`src/rtl/drp_pkg.sv`:
```
// Shared DRP sequencer types: state encoding, DRP bus widths and the mask-merge helper.
// DRP_TIMEOUT_EN (when defined) turns on the wait-state watchdog and the ERR path.
package drp_pkg;

  localparam int DRP_AW = 7;
  localparam int DRP_DW = 16;

  typedef enum logic [3:0] {
    IDLE,
    HOLD,
    RD_REQ,
    RD_WAIT,
    WR_REQ,
    WR_WAIT,
    NEXT,
    RELEASE,
    LOCK_WAIT,
    ERR
  } state_t;

  typedef enum logic [1:0] {
    X_IDLE,
    X_REQ,
    X_WAIT
  } xfer_phase_t;

`ifdef DRP_TIMEOUT_EN
  localparam bit TIMEOUT_EN = 1'b1;
`else
  localparam bit TIMEOUT_EN = 1'b0;
`endif

  // A set mask bit keeps the bit read back from the PLL.
  function automatic logic [DRP_DW-1:0] mask_merge(input logic [DRP_DW-1:0] old_val,
                                                   input logic [DRP_DW-1:0] mask,
                                                   input logic [DRP_DW-1:0] new_val);
    return (old_val & mask) | (new_val & ~mask);
  endfunction

endpackage

```
`src/rtl/drp_xfer.sv`:
```
// Single DRP transaction engine: one-cycle DEN request, DRDY wait, read-data latch.
// Optional watchdog (DRP_TIMEOUT_EN) also covers the sequencer's lock wait.
module drp_xfer
  import drp_pkg::*;
#(
  parameter int TIMEOUT_CYCLES = 1024
) (
  input  logic              clk,
  input  logic              rst_n,
  input  logic              go,
  input  logic              we,
  input  logic [DRP_AW-1:0] addr,
  input  logic [DRP_DW-1:0] wdata,
  input  logic [DRP_DW-1:0] dout,
  input  logic              drdy,
  input  logic              lock_pending,
  output logic              den,
  output logic              dwe,
  output logic [DRP_AW-1:0] daddr,
  output logic [DRP_DW-1:0] di,
  output logic              ack,
  output logic              timeout,
  output logic [DRP_DW-1:0] rdata
);

  xfer_phase_t phase;
  logic        we_q;

  // A new request may be launched in the same cycle the previous one is acknowledged,
  // so the write can follow the read without a gap.
  always_ff @(posedge clk or negedge rst_n) begin
    if (!rst_n) begin
      phase <= X_IDLE;
      we_q  <= 1'b0;
      rdata <= '0;
    end else begin
      if (ack && !we_q) begin
        rdata <= dout;
      end
      if (go) begin
        phase <= X_REQ;
        we_q  <= we;
      end else begin
        case (phase)
          X_REQ:   phase <= X_WAIT;
          X_WAIT:  if (ack || timeout) phase <= X_IDLE;
          default: phase <= X_IDLE;
        endcase
      end
    end
  end

  // Address and data are gated views of the current table entry so the bus idles at zero.
  assign den   = (phase == X_REQ);
  assign dwe   = den && we_q;
  assign daddr = den ? addr : '0;
  assign di    = dwe ? wdata : '0;
  assign ack   = (phase == X_WAIT) && drdy;

`ifdef DRP_TIMEOUT_EN
  localparam int CW = $clog2(TIMEOUT_CYCLES + 1);

  logic [CW-1:0] cnt;
  logic          counting;

  assign counting = (phase == X_WAIT) || lock_pending;
  assign timeout  = counting && !ack && (cnt == CW'(TIMEOUT_CYCLES - 1));

  // Any exit from a wait state drops 'counting', which clears the count.
  always_ff @(posedge clk or negedge rst_n) begin
    if (!rst_n) begin
      cnt <= '0;
    end else if (counting && !ack && !timeout) begin
      cnt <= cnt + CW'(1);
    end else begin
      cnt <= '0;
    end
  end
`else
  logic        unused_lock_pending;
  logic [31:0] unused_timeout_cycles;

  assign unused_lock_pending   = lock_pending;
  assign unused_timeout_cycles = TIMEOUT_CYCLES;
  assign timeout               = 1'b0;
`endif

endmodule

```
`src/rtl/drp_reconf_seq.sv`:
```
// PLL DRP reconfiguration sequencer: holds the PLL in reset, read-modify-writes N_ENTRIES table
// entries, then waits for lock. Watchdog and ERR path exist only with DRP_TIMEOUT_EN.
module drp_reconf_seq
  import drp_pkg::*;
#(
  parameter int N_ENTRIES      = 4,
  parameter int TIMEOUT_CYCLES = 1024
) (
  input  logic              DCLK,
  input  logic              RST_N,
  input  logic              START,
  output logic              BUSY,
  output logic              DONE,
  output logic              ERROR,
  output logic [4:0]        TBL_IDX,
  input  logic [DRP_AW-1:0] TBL_ADDR,
  input  logic [DRP_DW-1:0] TBL_MASK,
  input  logic [DRP_DW-1:0] TBL_DATA,
  output logic [DRP_AW-1:0] DADDR,
  output logic              DEN,
  output logic              DWE,
  output logic [DRP_DW-1:0] DI,
  input  logic [DRP_DW-1:0] DO,
  input  logic              DRDY,
  output logic              PLL_RST,
  input  logic              LOCKED
);

  localparam logic [4:0] LAST_IDX = 5'(N_ENTRIES - 1);

  state_t            state;
  logic              error_q;
  logic              go_rd;
  logic              go_wr;
  logic              lock_pending;
  logic              xfer_ack;
  logic              xfer_timeout;
  logic [DRP_DW-1:0] rdata;

  assign go_rd        = (state == HOLD) || ((state == NEXT) && (TBL_IDX != LAST_IDX));
  assign go_wr        = (state == RD_WAIT) && xfer_ack;
  assign lock_pending = (state == LOCK_WAIT) && !LOCKED;
  assign ERROR        = TIMEOUT_EN && error_q;

  drp_xfer #(
    .TIMEOUT_CYCLES(TIMEOUT_CYCLES)
  ) u_xfer (
    .clk         (DCLK),
    .rst_n       (RST_N),
    .go          (go_rd || go_wr),
    .we          (go_wr),
    .addr        (TBL_ADDR),
    .wdata       (mask_merge(rdata, TBL_MASK, TBL_DATA)),
    .dout        (DO),
    .drdy        (DRDY),
    .lock_pending(lock_pending),
    .den         (DEN),
    .dwe         (DWE),
    .daddr       (DADDR),
    .di          (DI),
    .ack         (xfer_ack),
    .timeout     (xfer_timeout),
    .rdata       (rdata)
  );

  always_ff @(posedge DCLK or negedge RST_N) begin
    if (!RST_N) begin
      state   <= IDLE;
      BUSY    <= 1'b0;
      DONE    <= 1'b0;
      error_q <= 1'b0;
      TBL_IDX <= '0;
      PLL_RST <= 1'b0;
    end else begin
      DONE <= 1'b0;
      case (state)
        IDLE: begin
          if (START) begin
            error_q <= 1'b0;
            TBL_IDX <= '0;
            BUSY    <= 1'b1;
            PLL_RST <= 1'b1;
            state   <= HOLD;
          end
        end
        HOLD:    state <= RD_REQ;
        RD_REQ:  state <= RD_WAIT;
        RD_WAIT: begin
          if (xfer_ack) begin
            state <= WR_REQ;
          end else if (xfer_timeout) begin
            PLL_RST <= 1'b0;
            error_q <= 1'b1;
            state   <= ERR;
          end
        end
        WR_REQ:  state <= WR_WAIT;
        WR_WAIT: begin
          if (xfer_ack) begin
            state <= NEXT;
          end else if (xfer_timeout) begin
            PLL_RST <= 1'b0;
            error_q <= 1'b1;
            state   <= ERR;
          end
        end
        // The index stays on the last entry rather than wrapping, so it fits 5 bits at 32 entries.
        NEXT: begin
          if (TBL_IDX == LAST_IDX) begin
            state <= RELEASE;
          end else begin
            TBL_IDX <= TBL_IDX + 5'd1;
            state   <= RD_REQ;
          end
        end
        RELEASE: begin
          PLL_RST <= 1'b0;
          state   <= LOCK_WAIT;
        end
        LOCK_WAIT: begin
          if (LOCKED) begin
            DONE  <= 1'b1;
            BUSY  <= 1'b0;
            state <= IDLE;
          end else if (xfer_timeout) begin
            error_q <= 1'b1;
            state   <= ERR;
          end
        end
        ERR: begin
          BUSY  <= 1'b0;
          state <= IDLE;
        end
        default: begin
          BUSY    <= 1'b0;
          PLL_RST <= 1'b0;
          state   <= IDLE;
        end
      endcase
    end
  end

endmodule
```
`config.mk`:
```
export PLATFORM = sky130hd
export DESIGN_NAME = drp_reconf_seq
export DESIGN_NICKNAME = d
export VERILOG_FILES = /design/src/rtl/drp_pkg.sv /design/src/rtl/drp_xfer.sv /design/src/rtl/drp_reconf_seq.sv
export SDC_FILE = /design/constraint.sdc
export NUM_CORES = 1
export LEC_CHECK = 0
export BUFFER_PORTS_ARGS = -buffer_cell sky130_fd_sc_hd__buf_2
export CAP_MARGIN = 5
export CORE_MARGIN = 2
export CORE_UTILIZATION = 44
export CTS_CLUSTER_DIAMETER = 150
export CTS_CLUSTER_SIZE = 8
export DETAILED_ROUTE_END_ITERATION = 8
export PLACE_DENSITY = 0.81
export SLEW_MARGIN = 20
export SYNTH_ARGS = -nofsm -noshare
export SYNTH_HDL_FRONTEND = slang
export SYNTH_SLANG_ARGS = --single-unit
```
`constraint.sdc`:
```
create_clock -name DCLK -period 1.9 [get_ports DCLK]
set_input_delay 0.095 -clock DCLK [delete_from_list [all_inputs] [get_ports DCLK]]
set_output_delay 0.095 -clock DCLK [all_outputs]
set_load 0.02 [all_outputs]
```
---- Word-level counts from Yosys, hierarchy flattened ----
Index checks and enable logic that the tools add are counted.
word-level totals
  flip-flop bits (word level) ............. 31
  input port bits ......................... 60
cells by class
  add/subtract/negate cells ............... 1
  eq/ne operators ......................... 19
  muxes and demuxes ....................... 20
  bitwise operators ....................... 6
  reduce and logical (&&, ||, !) cells .... 16
operators with widths
  cell                                                                     count
  4-bit one-hot mux with 9 select lines                                    1
  16-bit bitwise AND                                                       2
  4-bit by 3-bit equality test with 1-bit output, second input constant    4
  16-bit 2-to-1 mux                                                        1
  4-bit 2-to-1 mux                                                         4
  16-bit NOT                                                               1
  16-bit OR                                                                1
  5-bit 2-to-1 mux                                                         2
  5-bit one-hot mux with 2 select lines                                    1
  4-bit by 2-bit equality test with 1-bit output, second input constant    2
  4-bit equality test, second input constant                               2
  8-bit OR reduction                                                       1
  7-bit 2-to-1 mux                                                         1
  7-bit OR reduction                                                       1
  2-bit inequality test, second input constant                             3
  3-bit AND reduction                                                      2
  5-bit by 1-bit adder with 5-bit output, second input constant            1
  5-bit by 2-bit equality test with 1-bit output, second input constant    1
  1-bit logical AND                                                        5
  5-bit by 2-bit inequality test with 1-bit output, second input constant  1
  4-bit by 1-bit equality test with 1-bit output, second input constant    1
  4-bit zero test                                                          1
  1-bit 2-to-1 mux                                                         4
  2-bit 2-to-1 mux                                                         2
  14 further kinds                                                         17

---- Logic depth before layout (Yosys ltp) ----
  depth in word-level cells ............... 5
  depth in mapped cells ................... 5
  gate-level depth less buffers ........... 4

---- Modules after synthesis ----
A second synthesis with hierarchy kept.
unflattened totals
  cell total of the unflattened synthesis .. 160
  area, all modules ....................... 1823.0 um^2
modules (own cells, without submodules)
  module          instances  cells each  area an instance (um^2)
  drp_xfer        1          73          962.2
  drp_reconf_seq  1          87          860.8

---- Worst setup path after synthesis ----
No wires, ideal clock.
  kind .................................... register to register
  start ................................... reg TBL_IDX[0]
  end ..................................... reg u_xfer.phase[0]
  library setup time ...................... 0.118 ns
  data arrival time ....................... 1.417 ns
  setup slack ............................. 0.365 ns
  stages on the path, launching flop included .. 5
  path buffers ............................ 0
  period minus slack after synthesis ...... 1.535 ns
  path through ............................ dfrtp_1 -> ha_1 -> nor4b_2 -> nor2_1 -> a21o_1
between the ends
  longest elaborated chain between the ends .. 5
ends and longest elaborated chain
  what                                                                                            RTL line               RTL
  from (decl)                                                                                     drp_reconf_seq.sv:15   output logic [4:0] TBL_IDX,
  from (signal assigned)                                                                          drp_reconf_seq.sv:112  TBL_IDX <= TBL_IDX + 5'd1;
  5-bit by 2-bit inequality test with 1-bit output *                                              drp_reconf_seq.sv:40   assign go_rd = (state == HOLD) || ((state == NEXT) && (TBL_IDX != LAST_IDX));
  1-bit logical AND *                                                                             drp_reconf_seq.sv:40
  1-bit logical OR *                                                                              drp_reconf_seq.sv:40
  1-bit logical OR *                                                                              drp_reconf_seq.sv:50   .go (go_rd || go_wr),
  3-bit by 1-bit inequality test with 1-bit output (no line) or 2-bit 2-to-1 mux (tied branches)  n/a
  to (signal assigned)                                                                            drp_xfer.sv:45         X_REQ: phase <= X_WAIT;
  to (signal assigned)                                                                            drp_xfer.sv:46         X_WAIT: if (ack || timeout) phase <= X_IDLE;
  to (signal assigned)                                                                            drp_xfer.sv:47         default: phase <= X_IDLE;
  to (decl)                                                                                       drp_xfer.sv:26         xfer_phase_t phase;
Every way passes the cells marked *; elsewhere a longest branch is shown, timed or not.
A chain may end at the register's enable or synchronous reset.

---- Worst setup path after layout ----
  start ................................... reg u_xfer.phase[1]
  end ..................................... out DI[15]
between the ends
  longest elaborated chain between the ends .. 3
ends and longest elaborated chain
  what                                            RTL line              RTL
  from (signal assigned)                          drp_xfer.sv:33        phase <= X_IDLE;
  from (signal assigned)                          drp_xfer.sv:41        phase <= X_REQ;
  from (signal assigned)                          drp_xfer.sv:45
  2-bit by 1-bit equality test with 1-bit output  drp_xfer.sv:54        assign den = (phase == X_REQ);
  1-bit logical AND                               drp_xfer.sv:55        assign dwe = den && we_q;
  16-bit 2-to-1 mux                               drp_xfer.sv:57        assign di = dwe ? wdata : '0;
  to (decl)                                       drp_reconf_seq.sv:22  output logic [DRP_DW-1:0] DI,
No other way between the ends.

==> results.md <==
Synthesis:
- Sorting the synthesized cells by area gives the leading types as sky130_fd_sc_hd__dfrtp_1, sky130_fd_sc_hd__mux2_2, sky130_fd_sc_hd__mux2i_1.
- The synthesized design spends more area on one cell type than any other, namely sky130_fd_sc_hd__dfrtp_1.
- The number of enable flip-flop cells after synthesis is 0.
- The post-synth net total is 223.
- The proportion of netlist area held by the largest area contributor is 0.458.
- In this run the cell area of the synthesized design comes to 1700 um2.
- The count of unique library cells instantiated by Yosys is 45.
- The Yosys step of the flow raised 0 warnings.
- In this run the mean area of a mapped cell was 10.5 um2.
- Counting flops with an async set or reset pin after synthesis yields a share of 1.00.
- For this run, the register share of the synthesized area comes to 0.458.
- The predominant post-synthesis flop cell is sky130_fd_sc_hd__dfrtp_1.
- Synthesis produced 162 cells.
- The synthesized flop and latch total is 31.

Die:
- The number of placed I/O pins is 94.
- From left edge to right edge, the die measures 66.1 um.
- The row count is 22.
- In this run the standard cell core region covers 3690 um2.
- The effective utilization at floorplan is 0.460.
- Measured along the y axis, the die boundary spans 66.1 um.
- The die covers 4370 um2.

Setup path:
- The critical path goes through nor2b_1 -> nand2_1 -> nor2_1 -> buf_2.
- The worst path required time is 1.80 ns.
- Data on the critical path arrives at its endpoint at 1.58 ns.
- The library cell contributing the largest single delay on the critical path is sky130_fd_sc_hd__dfrtp_1.
- The number of buffers and inverters on the critical path is 1.
- The type of the worst setup path is register to primary output.
- The stage delay of the slowest cell on the critical path is 0.39 ns.
- Along the worst path, the maximum fanout reaches 17.
- Grouping stages by cell kind, the critical path spends the most delay in simple AND/OR/NAND/NOR gates.
- The startpoint kind of the worst setup timing path is a register.
- The type of destination of the critical path is a primary output.

Flow run:
- The tool flagged a number of max-cap violations equal to 0.

Global route:
- The layer flagged by global routing as most heavily used is met2.
- The first global-routing pass estimated 6100 um of wire.
- In the global route stage, met3 resource usage came out at 0.0545.
- The via count of the first global-routing pass is 1361.
- Entering global routing, the biggest net connects 32 pins.
- In the global route stage, overall resource usage came out at 0.184.
- The met2 usage in global routing is 0.304.
- For this run, global-route usage on met1 was measured as 0.230.
- The number of antenna violations at the first check in global routing is 0.
- Global routing finished with a remaining overflow of 0.

Drt:
- After the first detailed-routing iteration, the DRC count stood at 44.
- The via count of the routed design is 1563.
- The post-route DRC violation count is 0.
- The average via count per standard cell is 5.14.
- The sum of routed wire length over all layers is 3880 um.
- In the final routed layout, each cell accounts on average for 12.8 um.
- The final antenna-violating net count is 0.
- The first-pass detailed-route iteration total is 4.

Cells and area:
- Leaving out fill and tap cells, the most frequent cells in the layout are sky130_fd_sc_hd__buf_2, sky130_fd_sc_hd__dfrtp_1, sky130_fd_sc_hd__nor2_1.
- The share of final-layout standard cells stronger than drive strength 1 is 0.473.
- 0 antenna diodes ended up in the layout.
- The layout has 305 filler cells.
- After routing the design area is 2290 um2.
- The layout overhead on the synthesized area is 35.2%.
- Leaving out fill and tap cells, the most frequent cell in the layout is sky130_fd_sc_hd__buf_2.
- In the final design database the tool counted 316 nets.
- The final design utilization is 0.621.

Clock tree:
- Counting the buffers created by CTS gives 5.
- The count of clock tree sinks is 31.
- Counting along the longest clock path gives a buffer depth of 2.
- The insertion delay to the later sink of the worst-skew pair is 0.28 ns.
- The CTS H-tree depth is 2.
- The clock-pin slew of the registers on the worst-case setup and hold paths is 0.06 ns.
- The TritonCTS clock tree is yes.
- The buffer cell driving the clock tree root is sky130_fd_sc_hd__clkbuf_8.
- After clock tree synthesis, the setup repair step added 0 buffers.

Pwr:
- The maximum ir drop on the vdd rail is 0.000642 V.
- The static leakage is 1.22 nW.
- For this design the ratio of total power to cell area is 1250 nW/um2.

Placement:
- At the end of routability-driven placement, the weighted congestion stood at 0.832.
- The area of placed instances is 2180 um2.
- The number of I/O port buffers is 92.
- After legalization and detailed placement, the total HPWL measured 2990 um.

STA:
- In this run the tightest slew margin relative to its limit is 0.550.
- The total count of hold-check failures in the final report is 0.
- Setup repair after global routing left no endpoint under its margin.
- The post-route minimum period is 1.68 ns.
- The slew at the pin closest to its max-slew limit is 0.676 ns.
- Between clock sinks in the finished design, the worst skew comes to 0.00546 ns.
- The number of pins with negative max-slew slack in the final report came to 0.
- Setup violations remaining at the end of the flow were counted as 0.
- The highest attainable clock frequency is 0.596 GHz.
- The final cycle utilization of the critical path is 0.883.
- Hold timing on the final database bottoms out at a slack of 0.0372 ns.
- In the final timing run, aggregate negative setup slack is 0 ns.

Worst hold path:
- The class of the most critical hold timing path is input pin to register.

Run status:
- The run finished with clean final reports.
## synthesized netlist by cell type (2+ instances only)
library cell and n:
sky130_fd_sc_hd__clkbuf_1 3, sky130_fd_sc_hd__o21ai_0 3, sky130_fd_sc_hd__or3_1 2, sky130_fd_sc_hd__and2_1 7
sky130_fd_sc_hd__nand3_1 3, sky130_fd_sc_hd__nor3_1 3, sky130_fd_sc_hd__a21oi_1 2, sky130_fd_sc_hd__nor2_1 19
sky130_fd_sc_hd__o31ai_1 2, sky130_fd_sc_hd__mux2_2 16, sky130_fd_sc_hd__a41oi_1 2, sky130_fd_sc_hd__a31oi_1 4
sky130_fd_sc_hd__nor3b_1 3, sky130_fd_sc_hd__inv_2 2, sky130_fd_sc_hd__dfrtp_1 31, sky130_fd_sc_hd__nand2_1 9
sky130_fd_sc_hd__buf_4 2, sky130_fd_sc_hd__inv_1 5, sky130_fd_sc_hd__buf_2 2, sky130_fd_sc_hd__mux2i_1 17
## metrics by stage
stage / total power [W] / worst slack, ns / std cells
6_report: 0.00286 / 0.222 / 304
5_1_grt: 0.00309 / 0.0855 / 304
4_1_cts: 0.00290 / 0.175 / 304
3_5_place_dp: 0.00233 / 0.300 / 295
3_3_place_gp: 0.00229 / 0.364 / 295
2_1_floorplan: 0.00198 / 0.365 / 162
## cell type report
class	instances	area, um2	area share
inverter	7	26.3	0.0115
sequential	31	776	0.338
multi-input combinational	116	852	0.372
tap	48	60.1	0.0262
clock buffer	8	100	0.0437
timing repair buffer	94	478	0.209
## what timing repair did
item / in CTS / in global routing
resized for setup: 0 / 0
endpoints found under the hold margin: 31 / 0
endpoints found under the setup margin: 0 / 0
hold buffers: 1 / 0
## report_power, final
part | switching (W) | internal [W] | total [W]
combinational | 0.000546 | 0.000533 | 0.00108
sequential | 0.000279 | 0.000950 | 0.00123
clock | 0.000225 | 0.000330 | 0.000555
total | 0.00105 | 0.00181 | 0.00286
## kinds of logic (layout without fill, tap and decap cells)
| kind of cell | count (synthesis) | in the layout | synth area share |
|---|---|---|---|
| buf+inv | 15 | 109 | 0.0398 |
| simple gates | 56 | 56 | 0.181 |
| mux | 34 | 34 | 0.213 |
| fa+ha+maj | 1 | 1 | 0.00738 |
| compound gates | 24 | 24 | 0.0989 |
| other cells | 1 | 1 | 0.00221 |
| flops | 31 | 31 | 0.458 |
## per-layer routing
| metal | up-vias | part of all wire |
|---|---|---|
| li1 | 760 | - |
| met1 | 736 | 0.41 |
| met2 | 61 | 0.48 |
| met3 | 6 | 0.098 |
| met4 | 0 | 0.012 |
| met5 | - | 0 |
## registers in the layout, summed over array words and instances (netlist names)
register and flops:
u_xfer.rdata 16, TBL_IDX 5, state 4, u_xfer.phase 2, BUSY 1, DONE 1
PLL_RST 1, u_xfer.we_q 1
## worst reg2reg max path: stages, from the launching register on
cell and delay (ns):
sky130_fd_sc_hd__dfrtp_1 0.43, sky130_fd_sc_hd__ha_1 0.25, sky130_fd_sc_hd__nor4b_2 0.48, sky130_fd_sc_hd__nor2_1 0.15, sky130_fd_sc_hd__a21o_1 0.19
## final timing paths
kind	start	endpoint	slack, ns	cells after the start
worst min register to register	u_xfer.rdata[1]	u_xfer.rdata[1]	0.50	1
worst max-delay path	u_xfer.phase[1]	DI[15]	0.22	4
max in group asynchronous	RST_N	state[3]	1.06	2
min in group asynchronous	RST_N	u_xfer.rdata[4]	0.40	2
worst min-delay path	DO[1]	u_xfer.rdata[1]	0.04	2
worst max register to register	TBL_IDX[0]	u_xfer.phase[0]	0.28	4
Note: power is estimated with default switching activity, not from simulation.
